<file path="src/rtl/minc2_pkg.sv">
// minc2_pkg: opcodes, core states and sizing helper shared by the minc2 files
package minc2_pkg;
  localparam logic [3:0] OP_NOP = 4'h0, OP_LD = 4'h1, OP_ADD = 4'h2, OP_SUB = 4'h3,
                         OP_AND = 4'h4, OP_OR = 4'h5, OP_XOR = 4'h6, OP_JMP = 4'h7,
                         OP_JZ = 4'h8, OP_JC = 4'h9, OP_OUT = 4'hA, OP_HALT = 4'hB;
  typedef enum logic [1:0] {ST_IDLE, ST_RUN, ST_OUT_WAIT, ST_HALT} state_t;
  function automatic int max(input int a, input int b);
    return a > b ? a : b;
  endfunction
endpackage

</file>
<file path="src/rtl/minc2_if.sv">
// minc2_if: host-facing program load, start and OUT valid/ready bundle
interface minc2_if #(parameter int DATA_W = 8, parameter int ADDR_W = 8);
  localparam int INSTR_W = 4 + minc2_pkg::max(DATA_W, ADDR_W);
  logic prog_we;
  logic [ADDR_W-1:0] prog_addr;
  logic [INSTR_W-1:0] prog_data;
  logic start;
  logic out_ready;
  logic out_valid;
  logic [DATA_W-1:0] out_data;
  modport master (output prog_we, prog_addr, prog_data, start, out_ready, input out_valid, out_data);
  modport slave (input prog_we, prog_addr, prog_data, start, out_ready, output out_valid, out_data);
endinterface

</file>
<file path="src/rtl/minc2_alu.sv">
// minc2_alu: accumulator ALU; wr_acc marks ops that update acc and Z
module minc2_alu import minc2_pkg::*; #(parameter int DATA_W = 8) (
  input  logic [3:0]        op,
  input  logic [DATA_W-1:0] acc,
  input  logic [DATA_W-1:0] imm,
  input  logic              c_in,
  output logic [DATA_W-1:0] res,
  output logic              c_out,
  output logic              z_out,
  output logic              wr_acc
);
  logic [DATA_W:0] sum;
  always_comb begin
    sum = {1'b0, acc} + {1'b0, imm};
    res = acc;
    c_out = c_in;
    case (op)
      OP_LD: res = imm;
      OP_ADD: {c_out, res} = sum;
      OP_SUB: begin
        res = acc - imm;
        c_out = acc < imm;
      end
      OP_AND: res = acc & imm;
      OP_OR: res = acc | imm;
      OP_XOR: res = acc ^ imm;
      default: ;
    endcase
  end
  assign wr_acc = op != OP_NOP && op <= OP_XOR;
  assign z_out = res == '0;
endmodule

</file>
<file path="src/rtl/minc2.sv">
// minc2: accumulator core with writable program store, flags, jumps, HALT
// and a valid/ready OUT port that stalls execution until accepted.
module minc2 import minc2_pkg::*; #(parameter int DATA_W = 8, parameter int ADDR_W = 8) (
  input  logic              CLK,
  input  logic              nRESET,
  minc2_if.slave            bus,
  output logic [ADDR_W-1:0] pc_out,
  output logic [DATA_W-1:0] acc_out,
  output logic              flag_z,
  output logic              flag_c,
  output logic              busy,
  output logic              halted
);
  localparam int OPND_W = max(DATA_W, ADDR_W);
  localparam int INSTR_W = 4 + OPND_W;
  state_t state, state_n;
  logic [ADDR_W-1:0] pc, pc_n, pc_inc, tgt;
  logic [DATA_W-1:0] acc, acc_n, out_data, out_data_n, imm, res;
  logic z, z_n, c, c_n, out_valid, out_valid_n, c_alu, z_alu, wr_acc, idle_like;
  logic [INSTR_W-1:0] mem [2**ADDR_W];
  logic [INSTR_W-1:0] instr;
  logic [3:0] op;
  assign instr = mem[pc];
  assign op = instr[INSTR_W-1 -: 4];
  assign imm = instr[DATA_W-1:0];
  assign tgt = instr[ADDR_W-1:0];
  assign pc_inc = pc + ADDR_W'(1);
  assign idle_like = state == ST_IDLE || state == ST_HALT;
  minc2_alu #(.DATA_W(DATA_W)) u_alu (
    .op(op), .acc(acc), .imm(imm), .c_in(c),
    .res(res), .c_out(c_alu), .z_out(z_alu), .wr_acc(wr_acc)
  );
  // program store is deliberately left out of reset
  always_ff @(posedge CLK)
    if (bus.prog_we && idle_like) mem[bus.prog_addr] <= bus.prog_data;
  always_comb begin
    state_n = state;
    pc_n = pc;
    acc_n = acc;
    z_n = z;
    c_n = c;
    out_valid_n = out_valid;
    out_data_n = out_data;
    case (state)
      ST_IDLE, ST_HALT: if (bus.start) begin
        state_n = ST_RUN;
        pc_n = '0;
        acc_n = '0;
        z_n = 1'b0;
        c_n = 1'b0;
      end
      ST_RUN: begin
        pc_n = pc_inc;
        if (wr_acc) begin
          acc_n = res;
          z_n = z_alu;
          c_n = c_alu;
        end
        case (op)
          OP_JMP: pc_n = tgt;
          OP_JZ: pc_n = z ? tgt : pc_inc;
          OP_JC: pc_n = c ? tgt : pc_inc;
          OP_OUT: begin
            out_valid_n = 1'b1;
            out_data_n = acc;
            state_n = ST_OUT_WAIT;
          end
          OP_HALT: begin
            pc_n = pc;
            state_n = ST_HALT;
          end
          default: ;
        endcase
      end
      ST_OUT_WAIT: if (bus.out_ready) begin
        out_valid_n = 1'b0;
        state_n = ST_RUN;
      end
      default: ;
    endcase
  end
  always_ff @(posedge CLK or negedge nRESET)
    if (!nRESET) begin
      state <= ST_IDLE;
      pc <= '0;
      acc <= '0;
      z <= 1'b0;
      c <= 1'b0;
      out_valid <= 1'b0;
      out_data <= '0;
    end else begin
      state <= state_n;
      pc <= pc_n;
      acc <= acc_n;
      z <= z_n;
      c <= c_n;
      out_valid <= out_valid_n;
      out_data <= out_data_n;
    end
  assign bus.out_valid = out_valid;
  assign bus.out_data = out_data;
  assign pc_out = pc;
  assign acc_out = acc;
  assign flag_z = z;
  assign flag_c = c;
  assign busy = state == ST_RUN || state == ST_OUT_WAIT;
  assign halted = state == ST_HALT;
endmodule

</file>
<file path="src/flat_wrapper.sv">
// flat-port wrapper written by rule: the top's interface ports become plain ports
module minc2_flat import minc2_pkg::*;
#(parameter int DATA_W = 8, parameter int ADDR_W = 8)
  (CLK, nRESET, pc_out, acc_out, flag_z, flag_c, busy, halted, bus_prog_we, bus_prog_addr, bus_prog_data, bus_start, bus_out_ready, bus_out_valid, bus_out_data);
  minc2_if #(.DATA_W(DATA_W), .ADDR_W(ADDR_W)) bus_i ();
  input  logic CLK;
  input  logic nRESET;
  output logic [ADDR_W-1:0] pc_out;
  output logic [DATA_W-1:0] acc_out;
  output logic flag_z;
  output logic flag_c;
  output logic busy;
  output logic halted;
  input wire logic [$bits(bus_i.prog_we)-1:0] bus_prog_we;
  input wire logic [$bits(bus_i.prog_addr)-1:0] bus_prog_addr;
  input wire logic [$bits(bus_i.prog_data)-1:0] bus_prog_data;
  input wire logic [$bits(bus_i.start)-1:0] bus_start;
  input wire logic [$bits(bus_i.out_ready)-1:0] bus_out_ready;
  output wire logic [$bits(bus_i.out_valid)-1:0] bus_out_valid;
  output wire logic [$bits(bus_i.out_data)-1:0] bus_out_data;
  assign bus_i.prog_we = bus_prog_we;
  assign bus_i.prog_addr = bus_prog_addr;
  assign bus_i.prog_data = bus_prog_data;
  assign bus_i.start = bus_start;
  assign bus_i.out_ready = bus_out_ready;
  assign bus_out_valid = bus_i.out_valid;
  assign bus_out_data = bus_i.out_data;
  minc2 #(.DATA_W(DATA_W), .ADDR_W(ADDR_W)) u_core (.CLK(CLK), .nRESET(nRESET), .bus(bus_i), .pc_out(pc_out), .acc_out(acc_out), .flag_z(flag_z), .flag_c(flag_c), .busy(busy), .halted(halted));
endmodule
</file>
<file path="config.mk">
export PLATFORM = sky130hd
export DESIGN_NAME = minc2_flat
export DESIGN_NICKNAME = d
export VERILOG_FILES = /design/src/rtl/minc2_pkg.sv /design/src/rtl/minc2_if.sv /design/src/rtl/minc2_alu.sv /design/src/rtl/minc2.sv /design/src/flat_wrapper.sv
export SDC_FILE = /design/constraint.sdc
export NUM_CORES = 2
export LEC_CHECK = 0
export ABC_AREA = 1
export BUFFER_PORTS_ARGS = -buffer_cell sky130_fd_sc_hd__buf_2
export CORE_ASPECT_RATIO = 0.75
export CORE_MARGIN = 2
export CORE_UTILIZATION = 30
export DETAILED_ROUTE_END_ITERATION = 16
export PLACE_DENSITY = 0.45
export SLEW_MARGIN = 20
export SYNTH_ARGS = -nofsm -noshare
export SYNTH_HDL_FRONTEND = slang
export SYNTH_SLANG_ARGS = --single-unit
</file>
<file path="constraint.sdc">
create_clock -name CLK -period 3.9 [get_ports CLK]
set_clock_uncertainty 0.15 [all_clocks]
set_input_delay 0 -clock CLK [delete_from_list [all_inputs] [get_ports CLK]]
set_output_delay 0 -clock CLK [all_outputs]
set_load 0.01 [all_outputs]
</file>
==> flow_metrics.py <==
metrics = {
    "synthesis": {
        "netlist_area_um2": 126000,
        "ys_ff_latch": 3101,
        "avgSynthCellArea_um2": 12.0,
        "synth_nets": 10531,
        "synth_cell_type_count": 40,
        "yosysWarningCount": 0,
        "postSynthCellCount": 10475,
        "yosysSeqAreaShare_pct": 73.8,
    },
    "placed_design": {
        "hpwlAfterDp_mm": 282,
        "place_area_um2": 140000,
        "gp_congestion": 0.885,
        "io_buffers": 53,
    },
    "die": {
        "start_util_pct": 30.1,
        "die_y_um": 565,
        "ioPinCount": 54,
        "num_rows": 206,
        "core_area_um2": 419000,
        "die_x_um": 752,
        "dieArea_um2": 425000,
    },
    "route": {
        "topRoutingLayerUsed": "met5",
        "wl_met2_mm": 191,
        "vias_per_cell": 5.17,
        "wl_met3_mm": 40.0,
        "route.vias.total": 88795,
        "first_iter_violations": 10936,
        "drt-met1-wl_mm": 213,
        "avgRoutedWirePerCell_um": 26.5,
        "first_pass_iters": 6,
        "drcViolationCount": 0,
        "totalWireLength_mm": 455,
        "ant_nets": 0,
    },
    "setup_path": {
        "crit_family": "simple AND/OR/NAND/NOR gates",
        "end_kind": "flop",
        "arrival_ns": 5.67,
        "reg2reg_from": "u_core.pc_out[1]",
        "r2r_cells": 30,
        "endpoint": "u_core.flag_z",
        "cp_slowest_cell": "dfrtp_4",
        "cp_num_buf_inv": 5,
        "crit_fanout": 10,
        "startpoint": "u_core.pc_out[1]",
        "max_stage_delay_ns": 0.50,
        "worst_r2r_endpoint": "u_core.flag_z",
        "crit_type": "flop to flop",
        "start_kind": "flop",
        "cp.required_ns": 4.58,
        "cp_common_cell": "nand2_1",
        "r2r_setup_slack_ns": -1.09,
        "worst-path-stages": 30,
    },
    "clock_network": {
        "clkLatencyLatePin_ns": 0.89,
        "cts_num_sinks": 3101,
        "cts_tree": "done",
        "numCtsBuffers": 314,
        "clkSlewWorstSetupHoldPaths_ns": 0.06,
        "clock-root-buffer": "clkbuf_16",
        "cts.htree.levels": 5,
        "cts_buffer_depth": 4,
    },
    "power": {
        "ir_drop_v": 0.000597,
        "p_per_area_nw_per_um2": 741,
        "leakagePower_nw": 53.7,
        "finalPower_mw": 114,
    },
    "grt": {
        "grt.total_usage_pct": 20.6,
        "grt_pass1_vias": 84681,
        "grt_remaining_overflow": 0,
        "grt_max_degree": 112,
        "grt_pass1_wl_mm": 641,
        "antenna_found_initial": 22,
    },
    "finish": {
        "fin_nets": 11370,
        "syn2layout_area_growth_pct": 21.7,
        "final_cell_mix": "edfxtp_1 (3072), nand2_1 (2643), nand3_1 (1334), buf_4 (860), nor2_1 (856)",
        "drive_gt1_share_pct": 16.4,
        "layout_commonest_cell": "edfxtp_1",
        "final_cell_area_um2": 153000,
        "nFillCells": 40565,
        "fin_util_pct": 36.6,
    },
    "timing": {
        "worstMarginPinSlew_ns": 1.11,
        "setup_tns_ns": -13.45,
        "fin_crit_ns": 4.99,
        "slew_headroom_pct": 25.7,
        "rsz0062_at_grt": "yes",
        "hold_viol": 0,
        "finalCritPeriodShare_pct": 128,
        "fmax_mhz": 200,
        "drv_slew": 0,
        "setup_ws_ns": -1.09,
        "setup-violations-final": 28,
    },
    "status": {
        "violations": "setup timing",
        "outcome": "finished with violations",
    },
    "min_path": {
        "hold_path.class": "primary input to flop",
        "hp-start": "bus_prog_data[11]",
    },
    "flow_run": {
        "maxCapViolCount": 0,
    },
}
-- per-stage QoR --
step / setup slack, ns / hold WS (ns) / instances
after detailed placement: -1.47 / 0.0212 / 16499
after global placement: -1.54 / 0.000739 / 16499
after floorplan: -0.0962 / -0.446 / 10475
after CTS: -1.01 / 0.0145 / 17132
after global routing: -1.27 / 0.0576 / 17173
final: -1.09 / 0.0615 / 17176
-- synth_stat cells, drive strengths merged --
cell | count | share of area, %
edfxtp | 3072 | 73
nand2 | 2692 | 8.0
nand3 | 1437 | 5.7
nor2 | 912 | 2.7
o21ai | 637 | 2.5
buf | 473 | 2.0
a21oi | 363 | 1.4
o22ai | 303 | 1.5
clkbuf | 227 | 0.68
nor3 | 116 | 0.46
inv | 96 | 0.29
dfrtp | 29 | 0.58
ha | 29 | 0.29
a211oi | 20 | 0.12
o211ai | 17 | 0.10
xor2 | 13 | 0.090
nand3b | 12 | 0.071
mux2i | 5 | 0.040
clkinv | 4 | 0.012
o2111ai | 4 | 0.028
o21bai | 4 | 0.024
nand4 | 3 | 0.015
or2 | 3 | 0.015
fa | 2 | 0.032
o31ai | 1 | 0.0060
xnor2 | 1 | 0.0070
-- sequential cells by signal (all words and copies together) (netlist names) --
signal                cells
u_core.flag_z             1
u_core.state              2
u_core.flag_c             1
u_core.acc_out            8
u_core.bus.out_data       8
u_core.mem             3072
u_core.bus.out_valid      1
u_core.pc_out             8
-- worst reg2reg max path: cells and delay by family (launching register included) --
family                   cells  cell delay (ns)
adder cells (fa/ha/maj)      2             0.56
AO/OA/AOI/OAI                4             0.62
AND/OR/NAND/NOR             18             2.18
flip-flops                   1             0.50
buffers and inverters        5             0.78
XOR/XNOR                     1             0.17
-- routing by layer --
layer	track usage (%)	up-vias
met5	0	-
met4	4.84	4
met3	4.23	579
met2	30.0	3713
met1	31.4	45263
li1	-	39236
-- repair_timing --
action | CTS | global route
setup endpoints to repair | 29 | 29
buffers inserted | 24 | 23
pin swaps | 8 | 22
hold endpoints to repair | 3944 | 0
resized for setup | 168 | 179
hold buffers | 39 | 0
gates cloned | 18 | 12
-- report_power, final --
group          leakage [nW]  internal (mW)  switching (mW)  total (mW)
clock network          4.77           16.7            13.1        29.8
logic                  20.9           16.5            30.2        46.8
registers              28.0           36.8           0.228        37.0
-- final cells by class --
cell class	instances	area, µm²	share of cell area (%)
Sequential cell	3101	93000	60.6
Timing Repair inverter	2	50.0	0.0326
Multi-Input combinational cell	6574	30500	19.9
Clock buffer	395	8450	5.51
Antenna cell	10	25.0	0.0163
Tap cell	5616	7030	4.58
Timing Repair Buffer	1221	12600	8.23
Clock inverter	157	1310	0.851
Inverter	100	439	0.286
-- logic make-up after synthesis --
logic type      synth area share, %
compound gates                 5.76
xor+xnor                     0.0973
fa+ha+maj                     0.320
buf+inv                        2.96
flops                          73.8
mux                          0.0397
simple gates                   17.1
-- worst min-delay path by stage --
stage / endpoint / slack, ns / cells after the start
after floorplan: u_core.acc_out[0] / -0.45 / 0
after global placement: u_core.bus.out_valid / 0.0007 / 1
after detailed placement: u_core.bus.out_valid / 0.02 / 1
after CTS: u_core.mem[183][11] / 0.01 / 2
after global routing: u_core.mem[183][11] / 0.06 / 2
final: u_core.mem[56][11] / 0.06 / 2
No activity file was read; power rests on OpenSTA's default activity.
